### config.mk
export PLATFORM = sky130hd
export DESIGN_NAME = alu_pipe
export DESIGN_NICKNAME = d
export VERILOG_FILES = /design/src/rtl/alu_pkg.sv /design/src/rtl/alu_slice.sv /design/src/rtl/alu_pipe.sv
export SDC_FILE = /design/constraint.sdc
export NUM_CORES = 1
export LEC_CHECK = 0
export CORE_MARGIN = 10
export CORE_UTILIZATION = 55
export CTS_BUF_LIST = sky130_fd_sc_hd__clkbuf_8
export DETAILED_ROUTE_END_ITERATION = 10
export PLACE_DENSITY = 0.78
export SLEW_MARGIN = 40
export SYNTH_ARGS = -nofsm -noshare
export SYNTH_HDL_FRONTEND = slang
export SYNTH_HIERARCHICAL = 1
export SYNTH_SLANG_ARGS = --single-unit
### constraint.sdc
create_clock -name clk -period 16.54 [get_ports clk]
set_input_delay 3.308 -clock clk [delete_from_list [all_inputs] [get_ports clk]]
set_output_delay 3.308 -clock clk [all_outputs]
set_load 0.01 [all_outputs]
### src/rtl/alu_pkg.sv
// Shared types and sizing helpers for the pipelined slice ALU.
package alu_pkg;

  typedef enum logic [1:0] {
    ALU_NOR = 2'b00,
    ALU_XOR = 2'b01,
    ALU_ADD = 2'b10,
    ALU_SUB = 2'b11
  } alu_op_t;

  // Pipeline depth: one stage per slice, never fewer than one.
  function automatic int alu_nstages(input int width, input int slice);
    return ((width / slice) < 1) ? 1 : (width / slice);
  endfunction

endpackage

### src/rtl/alu_slice.sv
// Combinational SLICE-bit NOR/XOR/ADD/SUB with ripple carry in and out.
module alu_slice
  import alu_pkg::*;
#(
  parameter int SLICE = 16
) (
  input  logic [SLICE-1:0] a,
  input  logic [SLICE-1:0] b,
  input  alu_op_t          op,
  input  logic             cin,
  output logic [SLICE-1:0] s,
  output logic             cout
);

  logic [SLICE-1:0] b_x;
  logic [SLICE:0]   sum;

  always_comb begin
    b_x  = (op == ALU_SUB) ? ~b : b;
    sum  = {1'b0, a} + {1'b0, b_x} + {{SLICE{1'b0}}, cin};
    s    = '0;
    cout = 1'b0;
    case (op)
      ALU_NOR: s = ~(a | b);
      ALU_XOR: s = a ^ b;
      default: begin
        s    = sum[SLICE-1:0];
        cout = sum[SLICE];
      end
    endcase
  end

endmodule

### src/rtl/alu_pipe.sv
// WIDTH-bit ALU split into WIDTH/SLICE registered slice stages with a
// valid/ready handshake; carry ripples stage to stage through registers.
module alu_pipe
  import alu_pkg::*;
#(
  parameter int WIDTH = 64,
  parameter int SLICE = 16
) (
  input  logic             clk,
  input  logic             rst,
  input  logic             in_valid,
  output logic             in_ready,
  input  logic [WIDTH-1:0] a,
  input  logic [WIDTH-1:0] b,
  input  logic [1:0]       op,
  input  logic             cin,
  output logic             out_valid,
  input  logic             out_ready,
  output logic [WIDTH-1:0] s,
  output logic             cout,
  output logic             zero,
  output logic             ovf
);

  localparam int NSTAGES = alu_nstages(WIDTH, SLICE);
  localparam int MSB     = WIDTH - 1;

  logic advance;

  logic             vld_in  [NSTAGES];
  alu_op_t          op_in   [NSTAGES];
  logic [WIDTH-1:0] a_in    [NSTAGES];
  logic [WIDTH-1:0] b_in    [NSTAGES];
  logic [WIDTH-1:0] acc_in  [NSTAGES];
  logic [WIDTH-1:0] acc_nxt [NSTAGES];
  logic             c_in    [NSTAGES];
  logic [SLICE-1:0] s_sl    [NSTAGES];
  logic             c_sl    [NSTAGES];

  logic             vld_p [NSTAGES];
  alu_op_t          op_p  [NSTAGES];
  logic [WIDTH-1:0] a_p   [NSTAGES];
  logic [WIDTH-1:0] b_p   [NSTAGES];
  logic [WIDTH-1:0] acc_p [NSTAGES];
  logic             c_p   [NSTAGES];

  logic [WIDTH-1:0] s_q;
  logic             cout_q, zero_q, ovf_q;
  logic             addsub, bx_msb, ovf_nxt;

  // Every stage, bubbles included, moves only when the output slot frees up.
  assign advance  = !vld_p[NSTAGES-1] || out_ready;
  assign in_ready = advance;

  for (genvar k = 0; k < NSTAGES; k++) begin : g_stage
    if (k == 0) begin : g_head
      assign vld_in[k] = in_valid;
      assign op_in[k]  = alu_op_t'(op);
      assign a_in[k]   = a;
      assign b_in[k]   = b;
      assign c_in[k]   = cin;
      assign acc_in[k] = '0;
    end else begin : g_body
      assign vld_in[k] = vld_p[k-1];
      assign op_in[k]  = op_p[k-1];
      assign a_in[k]   = a_p[k-1];
      assign b_in[k]   = b_p[k-1];
      assign c_in[k]   = c_p[k-1];
      assign acc_in[k] = acc_p[k-1];
    end

    alu_slice #(.SLICE(SLICE)) u_slice (
      .a    (a_in[k][k*SLICE +: SLICE]),
      .b    (b_in[k][k*SLICE +: SLICE]),
      .op   (op_in[k]),
      .cin  (c_in[k]),
      .s    (s_sl[k]),
      .cout (c_sl[k])
    );

    // Bits above the current slice are still zero, so OR inserts the slice.
    assign acc_nxt[k] = acc_in[k] | (WIDTH'(s_sl[k]) << (k * SLICE));
  end

  assign addsub  = (op_in[NSTAGES-1] == ALU_ADD) || (op_in[NSTAGES-1] == ALU_SUB);
  assign bx_msb  = (op_in[NSTAGES-1] == ALU_SUB) ? ~b_in[NSTAGES-1][MSB] : b_in[NSTAGES-1][MSB];
  assign ovf_nxt = addsub && (a_in[NSTAGES-1][MSB] == bx_msb)
                          && (acc_nxt[NSTAGES-1][MSB] != a_in[NSTAGES-1][MSB]);

  // Stage valids and the final output stage
  always_ff @(posedge clk) begin
    if (rst) begin
      for (int k = 0; k < NSTAGES; k++) vld_p[k] <= 1'b0;
      s_q    <= '0;
      cout_q <= 1'b0;
      zero_q <= 1'b0;
      ovf_q  <= 1'b0;
    end else if (advance) begin
      for (int k = 0; k < NSTAGES; k++) vld_p[k] <= vld_in[k];
      s_q    <= acc_nxt[NSTAGES-1];
      cout_q <= addsub && c_sl[NSTAGES-1];
      zero_q <= (acc_nxt[NSTAGES-1] == '0);
      ovf_q  <= ovf_nxt;
    end
  end

  // Inter-stage data registers (stages 0 .. NSTAGES-2)
  always_ff @(posedge clk) begin
    if (advance) begin
      for (int k = 0; k < NSTAGES - 1; k++) begin
        op_p[k]  <= op_in[k];
        a_p[k]   <= a_in[k];
        b_p[k]   <= b_in[k];
        acc_p[k] <= acc_nxt[k];
        c_p[k]   <= c_sl[k];
      end
    end
  end

  assign out_valid = vld_p[NSTAGES-1];
  assign s         = s_q;
  assign cout      = cout_q;
  assign zero      = zero_q;
  assign ovf       = ovf_q;

endmodule

**Word-level counts from Yosys, hierarchy flattened**

Memory sizes are Yosys's and may differ from the RTL's.
Cells that the tools add are included.

- Eq/ne operators: 11
- Add/subtract/negate cells: 8
- Bitwise logic cells: 24
- Reduce and logical (&&, ||, !) cells: 15
- Muxes and demuxes: 23

Operators with widths:

| operator | count |
|---|---|
| inverter 16 bit | 8 |
| one-hot mux 16 bit (2 select lines) | 4 |
| adder 16 x 16 -> 17 bit | 4 |
| adder 17 x 1 -> 17 bit | 4 |
| logical NOT 64 bit | 1 |
| 2-to-1 mux 16 bit | 4 |
| OR 16 bit | 4 |
| OR 64 x 32 -> 64 bit | 1 |
| OR 64 x 48 -> 64 bit | 1 |
| OR 64 bit | 1 |
| bitwise XOR 16 bit | 4 |
| 2-to-1 mux 1 bit | 15 |
| equality test 2 bit, second input constant | 5 |
| equality test 2 x 1 -> 1 bit, second input constant | 4 |
| logical NOT 2 bit | 4 |
| OR reduction 2 bit | 4 |
| OR 1 bit | 4 |
| logical AND 1 bit | 3 |
| logical OR 1 bit | 2 |
| equality test 1 bit | 1 |
| logical NOT 1 bit | 1 |
| != test 1 bit | 1 |
| inverter 1 bit | 1 |

- Bits in writable memories: 784
- Bits of input ports: 135
- Memories kept: 6
- Flip-flop bits (word level): 67
- Output and inout bits: 69

Memories:

| memory | words | width | rd ports | clocked after Yosys merged registers in | write ports | RTL line | RTL |
|---|---|---|---|---|---|---|---|
| a_p | 4 | 64 | 3 | 0 | 3 | alu_pipe.sv:42 | `logic [WIDTH-1:0] a_p [NSTAGES];` |
| acc_p | 4 | 64 | 3 | 0 | 3 | alu_pipe.sv:44 | `logic [WIDTH-1:0] acc_p [NSTAGES];` |
| b_p | 4 | 64 | 3 | 0 | 3 | alu_pipe.sv:43 | `logic [WIDTH-1:0] b_p [NSTAGES];` |
| op_p | 4 | 2 | 3 | 0 | 3 | alu_pipe.sv:41 | `alu_op_t op_p [NSTAGES];` |
| c_p | 4 | 1 | 3 | 0 | 3 | alu_pipe.sv:45 | `logic c_p [NSTAGES];` |
| vld_p | 4 | 1 | 4 | 0 | 4 | alu_pipe.sv:40 | `logic vld_p [NSTAGES];` |

**Longest topological paths before layout**

An unclocked memory read counts as a cell.

- Depth in word-level cells: 9
- Gate-level depth with buffers: 15
- Mapped depth without buffers: 13

**Modules after synthesis**

The synthesis kept the hierarchy.

Modules (own cells, without submodules):

| module | cells an instance | times used | area each (µm²) |
|---|---|---|---|
| alu_pipe | 624 | 1 | 11563.6 |
| alu_slice at g_stage[2].u_slice ... | 260 | 2 | 1801.7 |
| alu_slice at g_stage[1].u_slice | 252 | 1 | 1789.2 |
| alu_slice at g_stage[0].u_slice | 214 | 1 | 1562.7 |

**Worst setup path before layout**

Ideal clock, no wire load.

- Path kind: input-to-output
- Start point: in out_ready
- End point: out in_ready
- Data arrival time: 11.841 ns
- Path buffers: 2
- Required time: 13.232 ns
- Cell stages on the path: 4
- Setup slack: 1.391 ns
- Cells stage by stage: nor2b_1 -> buf_2 -> inv_2 -> clkbuf_1

- Longest elaborated chain between the ends: 1

Ends and longest elaborated chain:

| element | RTL line | RTL |
|---|---|---|
| start: declaration | alu_pipe.sv:18 | `input logic out_ready,` |
| logical OR 1 bit | alu_pipe.sv:52 | `assign advance = !vld_p[NSTAGES-1] \|\| out_ready;` |
| end: declaration | alu_pipe.sv:12 | `output logic in_ready,` |

Every way passes these cells.

**Worst setup path after layout**

Ends and elaborated chain as after synthesis.

==> metrics.txt <==
Final HPWL DP=29100 um; Initial Util=55.5%; die width=203 um; hold buffers post-CTS=0; Clock Skew=0.0207 ns; Root Driver=clkbuf_8; GRT Max-Usage Layer=met2; Synth Cell Area=0.0185 mm2; Total Nets Final=2077; initial antenna violation count=1; 1st-iter DRT viols=917; Slew @ Worst Pin=around 0.79 ns; RSZ-0062 raised after global routing=false; drt wl/cell=17.7 um; combinational family with the most area after synthesis=compound AO/OA/AOI/OAI gates; routed vias/inst=approximately 5.5; Synth Area in Compound Gates=approximately an eighth; post-synthesis mux area share=2.58%; syn_nets=1877; post-layout min period=8.68 ns; Crit Path Category=input port to primary output; fraction of layout cells with a size suffix above 1=around 8%; IR drop worst, VDD=0.0000687 V; Slew headroom=47.0%; Yosys reg bits=368; fin util=66.2%; routability cong.=0.872; CTS Buffer Depth=3; Seq/Total Area, Yosys=56.1%; grt met1 use=24.4%; grt met2 use=32.7%; Storage cell area=~0.010 mm2; CTS sink cnt=between 300 and 400; Avg Inst Size Synth=about 12 um2; maximum clock rate=0.115 GHz; type of origin of the critical path=input port; Slew Limit Fails=0; CP Data Required Time=roughly 13 ns; first-pass GRT wire length=around 65000 um; status=finished, final reports clean; YS warnings=6; Fillers=between 2000 and 3000; Worst Hold Class=flip-flop to flip-flop; CP max FO=95; post-synthesis xor/xnor area fraction=4.30%; area delta synth->final=19.3%; Total GRT Usage=19.4%; Simple-Gate Fraction of Synth Area=10.8%; Buffers on Ports=203; DRT antenna net count=0; TritonCTS Buffers=58; area of the multi-input gates=slightly above 0.007 mm2; Core Rows=67; PwrDens=113 mW/mm2; Final setup viols=0; Post-synth EDFFs=301; Reg clk slew, reported paths=roughly 0.060 ns; Fin. Hold Viols=0; Design Power=2.49 mW; H-tree levels=2; met3 usage=between 3 and 4%; dominant synthesized flop cell=edfxtp_1; Adder-Cell Fraction of Synth Area=9.24%; CTS tree=built; Post-CTS Resized=0; Core Region=0.0334 mm2; ANT cells=0; Max-Cap Viols=0; Setup Fix Bufs, Post-CTS=0; Post-Route WL=about 41000 um; total number of vias=12600; clk_lat worst skew=0.63 ns; Mapped Cells=between 1500 and 2000; period utilisation layout=52.4%; die span in y=~200 um; # IOs=approximately 200; Remaining Overflow, GRT=0; Leakage=about 9.2 nW; vias in the first global route=approximately 13000; largest net degree at the start of global routing=186; asr flop ratio synth=0%; Die ar.=0.0414 mm2; WP data arrival=~5.4 ns; DRC violations left=0; post-synth cell types=74; sum of negative setup slack=0 ns; First-pass DRT Iterations=8; Worst Setup End Kind=primary output
## worst paths after layout
kind                          startpoint                       to  slack (ns)  depth (start not counted)
setup / recovery               out_ready                 in_ready        7.86                          5
hold / removal    acc_p[0][41]$_DFFE_PP_  acc_p[0][105]$_DFFE_PP_        0.41                          0
setup reg to reg    op_p[0][5]$_DFFE_PP_        zero$_SDFFE_PP0P_       12.07                         14
hold reg to reg   acc_p[0][41]$_DFFE_PP_  acc_p[0][105]$_DFFE_PP_        0.41                          0
## layout by cell type (no fill, tap or decap), types with 9 or more instances in the layout
master | synthesis | final
nor2b_1 | 31 | 30
ha_1 | 124 | 124
nand4_1 | 11 | 11
xnor2_1 | 77 | 77
nand2_1 | 194 | 190
xor2_1 | 14 | 14
clkinv_2 | 0 | 9
inv_1 | 149 | 174
dfxtp_1 | 67 | 67
a31oi_1 | 9 | 9
nor2_1 | 46 | 46
o21ai_0 | 24 | 24
clkdlybuf4s50_1 | 0 | 201
a211oi_1 | 40 | 40
nand3_1 | 25 | 25
nor4_1 | 13 | 12
nand2b_1 | 13 | 13
nor3_1 | 24 | 24
mux2i_1 | 41 | 41
a21oi_1 | 159 | 159
a21o_1 | 20 | 20
clkbuf_8 | 0 | 70
edfxtp_1 | 301 | 301
## layer usage
layer  vias to the layer above  wire (um)
li1                       6199          -
met1                      6029      17600
met2                       351      20100
met5                         -         12
met3                        67       2260
met4                         2        959
## cells in the mapped netlist (4+ instances only)
cell type / number / area share, %
nand2b_1: 13 / 0.44
fa_1: 8 / 0.86
a21oi_2: 5 / 0.24
nand2_1: 194 / 3.9
nor2_1: 46 / 0.93
or3_1: 4 / 0.14
nand3_1: 25 / 0.68
xor2_1: 14 / 0.66
o21ai_1: 6 / 0.16
mux2i_1: 41 / 2.2
o21ai_0: 24 / 0.65
nor4_2: 5 / 0.34
and2_1: 5 / 0.17
a21o_1: 20 / 0.81
a31oi_1: 9 / 0.30
ha_1: 124 / 8.4
a2111oi_0: 8 / 0.38
nor4_1: 13 / 0.44
dfxtp_1: 67 / 7.2
nor2b_1: 31 / 1.0
and4_1: 6 / 0.28
xnor2_1: 77 / 3.6
mux2_2: 6 / 0.36
clkbuf_1: 38 / 0.77
edfxtp_1: 301 / 49
buf_2: 30 / 0.81
a211oi_1: 40 / 1.6
a311oi_1: 4 / 0.19
a21oi_1: 159 / 4.3
buf_6: 4 / 0.24
o211ai_1: 8 / 0.32
o21bai_1: 8 / 0.32
nand4_1: 11 / 0.37
o2111ai_1: 5 / 0.24
o22ai_1: 7 / 0.24
and3_1: 5 / 0.17
inv_1: 149 / 3.0
o21a_1: 7 / 0.28
nor3_1: 24 / 0.65
## cell type report
cell class	count	area share (%)
multi-input cells	1017	32.8
repair buffers	215	9.74
well taps	448	2.54
clock inverters	40	1.01
flip-flops and latches	368	47.0
inverters	150	2.58
clock buffers	70	4.36
## metrics by stage
| step | instance area [um2] | setup slack (ns) | hold WS (ns) | instances |
|---|---|---|---|---|
| after CTS | 22100 | 7.64 | 0.408 | 2307 |
| after global routing | 22100 | 7.74 | 0.419 | 2308 |
| after global placement | 20900 | 7.68 | 0.401 | 2197 |
| after floorplan | 18500 | 1.39 | 0.400 | 1610 |
| after detailed placement | 20900 | 7.63 | 0.405 | 2197 |
| final | 22100 | 7.86 | 0.408 | 2308 |
## critical path, cell delays in order
cell             delay, ns
clkdlybuf4s50_1       0.50
nor2b_4               0.05
buf_6                 0.27
inv_8                 0.52
clkdlybuf4s50_1       0.66
## power breakdown
part | internal [mW] | switching [mW]
clock | 0.415 | 0.348
sequential | 1.13 | 0.0595
combinational | 0.241 | 0.289
total | 1.79 | 0.696
## logic make-up (layout without fill, tap and decap cells)
family,count (synthesis),count (layout)
and+or+nand+nor,404,404
buffers and inverters,225,475
muxes,47,47
xor gates and xnor gates,91,91
adders and majority gates,132,132
AOI/OAI and AO/OA,343,343
DFF,368,368
## sequential cells by signal (all words and copies together) (netlist names)
signal,count
a_p,96
cout,1
acc_p,96
c_p,3
ovf,1
zero,1
s,64
vld_p,4
b_p,96
op_p,6
No activity file was read; power rests on OpenSTA's default activity.
